[config.mk]
export PLATFORM = sky130hd
export DESIGN_NAME = tmds_decoder
export DESIGN_NICKNAME = d
export VERILOG_FILES = /design/src/rtl/tmds_decoder.sv
export SDC_FILE = /design/constraint.sdc
export NUM_CORES = 1
export LEC_CHECK = 0
export CORE_ASPECT_RATIO = 1.5
export CORE_UTILIZATION = 58
export DETAILED_ROUTE_END_ITERATION = 8
export PLACE_DENSITY = 0.9
export SLEW_MARGIN = 20
export SYNTH_ARGS = -nofsm -noshare
export SYNTH_HDL_FRONTEND = slang
export SYNTH_SLANG_ARGS = --single-unit
[constraint.sdc]
create_clock -name clk_in -period 4.33 [get_ports clk_in]
set_input_delay 0.433 -clock clk_in [delete_from_list [all_inputs] [get_ports clk_in]]
set_output_delay 0.433 -clock clk_in [all_outputs]
set_load 0.05 [all_outputs]
[src/rtl/tmds_decoder.sv]
// TMDS receive decoder for one DVI channel: finds the 10-bit symbol boundary
// by hunting for runs of control tokens, then decodes data bytes and control tokens.
module tmds_decoder #(
    parameter int LOCK_RUN     = 8,
    parameter int SLIP_TIMEOUT = 2048
) (
    input  logic       clk_in,
    input  logic       rst_in,
    input  logic [9:0] word_in,
    input  logic       valid_in,
    output logic [7:0] data_out,
    output logic [1:0] control_out,
    output logic       de_out,
    output logic       valid_out,
    output logic       locked_out,
    output logic [3:0] offset_out
);
    localparam int RUN_W = $clog2(LOCK_RUN + 1);
    localparam int TMO_W = $clog2(SLIP_TIMEOUT + 1);
    localparam logic [RUN_W-1:0] RUN_LIM = RUN_W'(LOCK_RUN);
    localparam logic [RUN_W-1:0] RUN_ONE = RUN_W'(1);
    localparam logic [TMO_W-1:0] TMO_LIM = TMO_W'(SLIP_TIMEOUT);
    localparam logic [TMO_W-1:0] TMO_ONE = TMO_W'(1);

    typedef enum logic {SEARCH, LOCKED} state_t;

    state_t            state, state_n;
    logic [9:0]        prev;
    logic [3:0]        offset, offset_n, offset_inc;
    logic [RUN_W-1:0]  run_cnt, run_n;
    logic [TMO_W-1:0]  tmo_cnt, tmo_n;
    logic [19:0]       span;
    logic [9:0]        window;
    logic [2:0]        tok;

    // Returns {hit, value}; hit is 0 for any non-token window.
    function automatic logic [2:0] token_lookup(input logic [9:0] w);
        case (w)
            10'h354: token_lookup = 3'b100;
            10'h0AB: token_lookup = 3'b101;
            10'h154: token_lookup = 3'b110;
            10'h2AB: token_lookup = 3'b111;
            default: token_lookup = 3'b000;
        endcase
    endfunction

    function automatic logic [7:0] decode_data(input logic [9:0] q);
        logic [7:0] b;
        logic [7:0] d;
        b = q[9] ? ~q[7:0] : q[7:0];
        d[0] = b[0];
        for (int i = 1; i < 8; i++) begin
            d[i] = q[8] ? (b[i] ^ b[i-1]) : ~(b[i] ^ b[i-1]);
        end
        return d;
    endfunction

    assign span       = {word_in, prev};
    assign window     = span[offset +: 10];
    assign tok        = token_lookup(window);
    assign offset_inc = (offset == 4'd9) ? 4'd0 : offset + 4'd1;
    assign locked_out = (state == LOCKED);
    assign offset_out = offset;

    always_comb begin
        state_n  = state;
        run_n    = run_cnt;
        tmo_n    = tmo_cnt;
        offset_n = offset;
        if (valid_in) begin
            case (state)
                SEARCH: begin
                    run_n = tok[2] ? run_cnt + RUN_ONE : '0;
                    // A completed run takes priority over a coincident timeout.
                    if (run_n == RUN_LIM) begin
                        state_n = LOCKED;
                        run_n   = '0;
                        tmo_n   = '0;
                    end else begin
                        tmo_n = tmo_cnt + TMO_ONE;
                        if (tmo_n == TMO_LIM) begin
                            offset_n = offset_inc;
                            run_n    = '0;
                            tmo_n    = '0;
                        end
                    end
                end
                LOCKED: begin
                    tmo_n = tok[2] ? '0 : tmo_cnt + TMO_ONE;
                    if (tmo_n == TMO_LIM) begin
                        state_n  = SEARCH;
                        offset_n = offset_inc;
                        run_n    = '0;
                        tmo_n    = '0;
                    end
                end
                default: state_n = SEARCH;
            endcase
        end
    end

    always_ff @(posedge clk_in or negedge rst_in) begin
        if (!rst_in) begin
            state       <= SEARCH;
            prev        <= '0;
            offset      <= '0;
            run_cnt     <= '0;
            tmo_cnt     <= '0;
            data_out    <= '0;
            control_out <= '0;
            de_out      <= 1'b0;
            valid_out   <= 1'b0;
        end else begin
            state     <= state_n;
            offset    <= offset_n;
            run_cnt   <= run_n;
            tmo_cnt   <= tmo_n;
            // Emission depends on the state before this word was evaluated.
            valid_out <= valid_in && (state == LOCKED);
            if (valid_in) begin
                prev <= word_in;
                if (tok[2]) begin
                    de_out      <= 1'b0;
                    control_out <= tok[1:0];
                    data_out    <= '0;
                end else begin
                    de_out   <= 1'b1;
                    data_out <= decode_data(window);
                end
            end
        end
    end
endmodule

* Word level (Yosys, flattened, before mapping)
Index checks and enable logic that the tools add are counted.
** Word-level totals
- Output and inout port bits :: 17
- Bits of input ports :: 13
- Register bits after elaboration :: 43
** Operators by class
- Equal/unequal tests :: 11
- Add/sub/neg operators :: 3
- Reduce and logical (&&, ||, !) cells :: 4
- Shifts and indexed selects :: 1
- Multiplexer cells :: 29
- Bitwise operators :: 16
** Operators with widths (count)
- 12-bit two-way mux :: 4
- 4-bit two-way mux :: 8
- 12-bit equality test (second input constant) :: 2
- 12-bit one-hot mux with 2 select lines :: 1
- 10-bit equality test (second input constant) :: 2
- 20-bit by 5-bit indexed part select with 10-bit output :: 1
- 8-bit two-way mux :: 2
- 4-bit one-hot mux with 2 select lines :: 2
- 12-bit by 1-bit adder with 12-bit output (second input constant) :: 1
- 3-bit one-hot mux with 4 select lines :: 1
- 10-bit by 8-bit equality test with 1-bit output (second input constant) :: 1
- 10-bit by 9-bit equality test with 1-bit output (second input constant) :: 1
- 1-bit two-way mux :: 10
- 4-bit by 1-bit adder with 4-bit output (second input constant) :: 2
- 4-bit equality test (second input constant) :: 2
- 1-bit inverter :: 8
- 8-bit inverter :: 1
- 1-bit XOR :: 7
- 2-bit inequality test (second input constant) :: 2
- 2-bit AND reduction :: 2
- 4-bit AND reduction :: 1
- 2-bit by 1-bit inequality test with 1-bit output (second input constant) :: 1
- 1-bit one-hot mux with 2 select lines :: 1
- 1-bit logical AND :: 1

* Logic depth before layout (Yosys ltp)
Gate-level depths: netlist of run 1.
- Depth after elaboration :: 7
- Gate-level depth with buffers :: 16
- Mapped depth without buffers :: 13

* Worst setup path after synthesis of run 1
No wires, ideal clock.
- Path kind :: reg2reg
- Start :: register offset[0], in the netlist offset_out[0]
- End :: register offset[3], in the netlist offset_out[3]
- Setup time :: 0.121 ns
- Required time :: 4.209 ns
- Slack :: 0.402 ns
- Path buffers :: 2
- Arrival time :: 3.807 ns
- Stages on the path, launching flop included :: 14
- Period minus slack after synthesis :: 3.928 ns
- Cells stage by stage :: dfrtp_1 > buf_2 > buf_2 > mux4_2 > mux4_2 > inv_1 > ha_1 > and4_1 > nand4_1 > o21a_1 > a21oi_1 > o2bb2ai_2 > a41o_1 > a22o_1
** Between the ends
- Cells in the longest elaborated chain, start to end :: 7
- Elaborated cells on any way between the ends :: 20
- Classes of those cells :: 1 x add/sub; 9 x eq/ne; 1 x shift; 8 x mux; 1 x reduce/logical
** Ends and longest elaborated chain
- start: declaration :: line 29 : logic [3:0] offset, offset_n, offset_inc;
- start signal: assignment :: line 115 : offset <= offset_n;
- 20-bit by 5-bit indexed part select with 10-bit output :: line 59 : assign window = span[offset +: 10];
- 10-bit equality test (tied with other cells) :: line 38 : case (w)
- 3-bit one-hot mux with 4 select lines :: line 38
- 12-bit two-way mux / 4-bit two-way mux (equally long branches) :: line 89, 73
- 12-bit equality test / 4-bit equality test (equally long branches) :: line 90, 75
- 2-bit by 1-bit inequality test with 1-bit output (no source line) / 2-bit inequality test (equally long branches)
- 4-bit AND reduction (no source line)
Parallel ways exist; a longest one is shown, timed or not. The select of a mux whose other input is x is not followed.
A chain may end at the register's enable or synchronous reset.

* Worst setup path in the final report of run 1
Same ends and word-level chain as after synthesis.

==> reports/results.ini, run 1 <==
[setup_path]
slowest_delay_ns=0.86
worstSetupStartpointType=flop
ff2ff_path_depth=12
worstPathRequired_ns=4.52
r2r_start=offset_out[0]
crit_type=reg2reg
crit_top_cell=nor2_1
r2r-end=offset_out[3]
arrival_ns=4.17
critPathTopFamily=compound AO/OA/AOI/OAI gates
r2r_slack_ns=0.36
end_kind=flop
crit_chain=mux4_2 > nor2_1 > nor2_1 > o21ai_0 > ha_1 > and4_1 > nand4_1 > o21a_1 > a21oi_1 > o2bb2ai_2 > a41o_1 > a22o_1
cp.buffers_inverters=0
cpMaxStageDelayCell=dfrtp_1
crit_path_max_fanout=17

[placed_design]
place_area_um2=3550
gp_congestion=0.924
dp_cells=398
port-buffer-count=29
dp_worst_setup_slack_ns=0.362
dp_hpwl_um=5470

[power_and_ir_drop]
switching_share_pct=43.7
finalPower_mw=2.01
p_seq_share_pct=32.2
p_comb_share_pct=55.2
power_density_nw_per_um2=553
internal_power_mw=1.13
power.leakage_nw=1.46
switchingPower_mw=0.878
max-vdd-ir-drop_uv=424
p_clk_share_pct=12.6

[sta]
holdWs_ns=0.249
final-max-slew-violation-count=0
setup_tns_ns=0
tightest_slew_ns=0.949
finalHoldViolCount=0
fin_skew_ns=0.0185
slew_headroom_pct=36.7
setup_ws_ns=0.355
grt_setup_unrepaired=no
period_share_pct=91.8
setup_viol=0
fmax_mhz=252
period_needed_ns=3.97

[final_layout]
layout_common_cells=43 x dfrtp_1, 28 x clkdlybuf4s50_1, 22 x mux2i_1, 19 x inv_1, 18 x mux4_2
layout.nets=358
fin_area_um2=3630
instances_no_fill=406
antennaDiodeCount=0
drive_gt1_share_pct=15.2
final_common_cell=dfrtp_1
final_util_pct=67.2
layout-area-overhead-vs-synth_pct=12.1

[outcome]
status=complete, no violations

[yosys]
synth_edf_count=0
synth-seq-area-share_pct=33.2
synthArstFlopShare_pct=100
avgSynthCellArea_um2=10.3
synth_area_um2=3240
synthTopCellsByArea=dfrtp_1 33%, mux4_2 13%, mux2i_1 6.8%
yosys_register_bits=43
synthFlopType=dfrtp_1
ys_warn_count=0
synth_cell_types=58
syn-num-nets=337
synth_top_area_cell=dfrtp_1
syn_inst=314
yosysTopAreaCellShare_pct=33.2

[die]
fp.dieH_um=93.6
initial_utilization_pct=60.0
core_area_um2=5410
die_w_um=63.1
boundaryPins=30
dieArea_um2=5900
rows=33

[grt]
globalRouteOverflowTotal=0
grt_max_degree=44
antenna_found_initial=0
track_usage_pct=26.6
grt_pass1_vias=2579
grt_pass1_wl_um=12200

[cts]
post_cts_resized=0
clkTransAtPathRegs_ns=0.09
cts_buffers=5
htreeDepth=2
cts_tree=yes
cts_setup_buffers=0
cts.sinks=43
cts_buffer_depth=2
clkLatencyLatePin_ns=0.31
cts-root-buf=clkbuf_8
cts_hold_buf=0

[drt]
wire_per_inst_um=17.7
antenna_left=0
drc=0
vias_per_cell=6.43
drt_wl_total_um=7200
num_vias=2609
firstDrtPassIters=5
drtIter0Drc=223

[worst_hold_path]
hp-class=in2async

[flow_run]
cap_violations=0

-- power by group through the flow --
stage	logic, mW	clock network, mW	registers, mW
2_1_floorplan	0.760	0	0.738
3_3_place_gp	1.08	0	0.647
3_5_place_dp	1.11	0	0.653
4_1_cts	1.11	0.255	0.646
5_1_grt	1.19	0.268	0.670
6_report	1.11	0.252	0.647
-- metal layers --
| metal | track usage [%] | part of all wire [%] |
|---|---|---|
| met5 | 0 | 0 |
| met4 | 11.0 | 2.2 |
| met3 | 3.78 | 5.0 |
| met2 | 49.6 | 55 |
| met1 | 29.7 | 38 |
-- synth_stat cells, types with 2 or more instances --
master     number
a31oi_1         2
o21ai_0         9
nor3_1          6
nor4_1          3
dfrtp_1        43
o21a_1          3
clkbuf_1        8
inv_1          19
a21oi_1        15
ha_1           10
mux2_2         11
a21o_1          5
and4_1          6
a211oi_1        2
xor2_1          4
nand3_1        13
xnor2_1        14
mux4_2         18
and2_1          3
a22o_1          2
nor3b_1         3
nand4_1         5
and3_1          2
nand2_1        17
nor2b_1         3
buf_2           7
nand2b_1        3
nor2_1         14
o2bb2ai_1      10
o22ai_1         5
mux2i_1        22
-- registers in the layout (all words and copies together), names as in the netlist, 2 cells and up --
signal       cells
prev            10
offset_out       4
data_out         8
tmo_cnt         12
run_cnt          4
control_out      2
-- area by class of cell --
class / count / area [um^2]
multi-input combinational: 231 / 2000
fill: 408 / 1770
sequential: 43 / 1080
timing repair buffer: 33 / 315
tap: 70 / 87.6
inverter: 21 / 78.8
clock buffer: 7 / 76.3
clock inverter: 1 / 5.00
-- worst max-delay path by stage --
| stage | start | to | slack, ns | cells past startpoint |
|---|---|---|---|---|
| floorplan | offset_out[0] | offset_out[3] | 0.40 | 13 |
| global placement | offset_out[0] | offset_out[3] | 0.55 | 13 |
| detailed placement | offset_out[0] | offset_out[3] | 0.36 | 12 |
| CTS | offset_out[0] | offset_out[3] | 0.38 | 12 |
| global route | offset_out[0] | offset_out[1] | 0.06 | 12 |
| finish | offset_out[0] | offset_out[3] | 0.36 | 12 |
-- cells by family after synthesis --
family	count (synthesis)	share of synthesized area, %
and+or+nand+nor	86	14.6
AOI/OAI and AO/OA	66	15.1
muxes	51	23.1
DFF	43	33.2
buffers and inverters	40	5.29
xor gates and xnor gates	18	4.86
adders and majority gates	10	3.86
(Power assumes the default switching activity.)
==> run 2: changes to the inputs <==
--- a/config.mk
+++ b/config.mk
@@ -5,7 +5,6 @@
 export SDC_FILE = /design/constraint.sdc
 export NUM_CORES = 1
 export LEC_CHECK = 0
-export CORE_ASPECT_RATIO = 1.5
 export CORE_UTILIZATION = 58
 export DETAILED_ROUTE_END_ITERATION = 8
 export PLACE_DENSITY = 0.9
==> reports/results.ini, run 2 (synthesis gave the netlist of run 1 again) <==
[die]
boundaryPins=30  ; unchanged
rows=26  ; -21%
initial_utilization_pct=61.9  ; +2.0 points
fp.dieH_um=76.8  ; -18%
dieArea_um2=5890  ; -0.11%
core_area_um2=5240  ; -3.2%
die_w_um=76.8  ; +22%

[cts]
htreeDepth=2  ; unchanged
cts_tree=yes
post_cts_resized=0  ; unchanged
cts.sinks=43  ; unchanged
clkTransAtPathRegs_ns=0.08  ; about the same
cts-root-buf=clkbuf_8
clkLatencyLatePin_ns=0.29  ; -0.02 ns
cts_buffer_depth=2  ; unchanged
cts_hold_buf=0  ; unchanged
cts_buffers=5  ; unchanged
cts_setup_buffers=0  ; unchanged

[final_layout]
drive_gt1_share_pct=15.4  ; +0.25 points
nFillCells=407  ; -0.25%
largest_reg_flops=12  ; unchanged
regMostFlops=tmo_cnt
layout_common_cells=43 x dfrtp_1, 28 x clkdlybuf4s50_1, 22 x mux2i_1, 19 x inv_1, 18 x mux4_2
layout.nets=359  ; +0.28%
final_common_cell=dfrtp_1
layout-area-overhead-vs-synth_pct=12.3
largest_registers=tmo_cnt: 12 flops, prev: 10 flops, data_out: 8 flops
antennaDiodeCount=0  ; unchanged

[setup_path]
crit_chain=mux4_2 > mux4_2 > inv_1 > ha_1 > and4_1 > nand4_1 > o21a_1 > a21oi_1 > o2bb2ai_2 > a41o_1 > a22o_1
crit_path_max_fanout=18  ; +1
ff2ff_path_depth=11  ; -1
cpMaxStageDelayCell=dfrtp_1
slowest_delay_ns=0.90  ; +0.04 ns
crit_type=reg2reg
end_kind=flop
worstPathRequired_ns=4.51  ; about the same
crit_top_cell=mux4_2
arrival_ns=4.11  ; -0.06 ns
worstSetupStartpointType=flop

[outcome]
status=complete, no violations

[drt]
drt_wl_total_um=6980  ; -3.1%
drc=0  ; unchanged
num_vias=2626  ; +0.65%
antenna_left=0  ; unchanged
vias_per_cell=6.45  ; +0.40%
drtIter0Drc=215  ; -3.6%
firstDrtPassIters=4  ; -1
wire_per_inst_um=17.2  ; -3.3%

[sta]
tightest_slew_ns=0.923  ; -0.0266 ns
slew_headroom_pct=38.5  ; +1.8 points
holdWs_ns=0.275  ; +0.0262 ns
fmax_mhz=255  ; +1.2%
grt_setup_unrepaired=no
fin_skew_ns=0.00635  ; -0.0122 ns
period_share_pct=90.7  ; -1.1 points
setup_tns_ns=0  ; unchanged
period_needed_ns=3.93  ; -0.0483 ns
setup_viol=0  ; unchanged
final-max-slew-violation-count=0  ; unchanged
finalHoldViolCount=0  ; unchanged

[placed_design]
port-buffer-count=29  ; unchanged
gp_congestion=0.913  ; -1.2%
dp_hpwl_um=5190  ; -5.2%

[grt]
antenna_found_initial=0  ; unchanged
grt_pass1_vias=2525  ; -2.1%
globalRouteOverflowTotal=0  ; unchanged
track_usage_pct=26.1  ; -0.55 points
grt_max_degree=44  ; unchanged
grt_pass1_wl_um=12200  ; about the same

[power_and_ir_drop]
power.leakage_nw=1.47  ; +0.37%
max-vdd-ir-drop_uv=324  ; -24%
power_density_nw_per_um2=554  ; +0.25%

[worst_hold_path]
hp-class=in2async

[flow_run]
cap_violations=0  ; unchanged

[run 2: final cells by class]
cell class	instances	area [um^2]	share of cell area, %
Clock buffer	7	76.3	2.10
Tap cell	70	87.6	2.40
Multi-Input combinational cell	231	2000	54.8
Timing Repair Buffer	34	323	8.86
Inverter	21	78.8	2.16
Sequential cell	43	1080	29.5
Clock inverter	1	5.00	0.137
[run 2: final timing paths]
check | to | slack (ns) | from
setup / recovery | offset_out[3] | 0.40 | offset_out[0]
hold / removal | data_out[7] | 0.28 | rst_in
setup reg to reg | offset_out[3] | 0.40 | offset_out[0]
hold reg to reg | data_out[7] | 0.49 | data_out[7]
max in group asynchronous | offset_out[3] | 3.48 | rst_in
min in group clk_in | data_out[7] | 0.49 | data_out[7]
[run 2: routing by layer]
layer  part of all wire, %  GRT usage [%]
met1                    43           36.1
met2                    48           41.0
met3                   7.6           5.60
met4                   1.5           7.88
met5                     0              0
[run 2: stage by stage]
step / cells / util (%) / worst slack [ns] / area [um^2] / total power [mW]
6_report: 407 / 69.5 / 0.403 / 3640 / 2.02
3_3_place_gp: 399 / 68.0 / 0.522 / 3560 / 1.73
3_5_place_dp: 399 / 68.0 / 0.428 / 3560 / 1.77
5_1_grt: 407 / 69.5 / 0.0953 / 3640 / 2.16
2_1_floorplan: 314 / - / 0.402 / 3240 / 1.50
4_1_cts: 407 / 69.5 / 0.385 / 3640 / 2.02
[run 2: power by group]
part / internal, mW / switching (mW) / total (mW) / leakage, nW
registers: 0.498 / 0.159 / 0.656 / 0.523
logic: 0.524 / 0.592 / 1.12 / 0.904
clock network: 0.113 / 0.132 / 0.245 / 0.0422
total: 1.13 / 0.883 / 2.02 / 1.47
[run 2: critical path, delay by kind of cell, from the launching register on]
kind | cells | cell delay (ns)
and+or+nand+nor | 2 | 0.35
adders and majority gates | 1 | 0.14
DFF | 1 | 0.90
buffers and inverters | 1 | 0.08
muxes | 2 | 1.13
AOI/OAI and AO/OA | 5 | 1.20
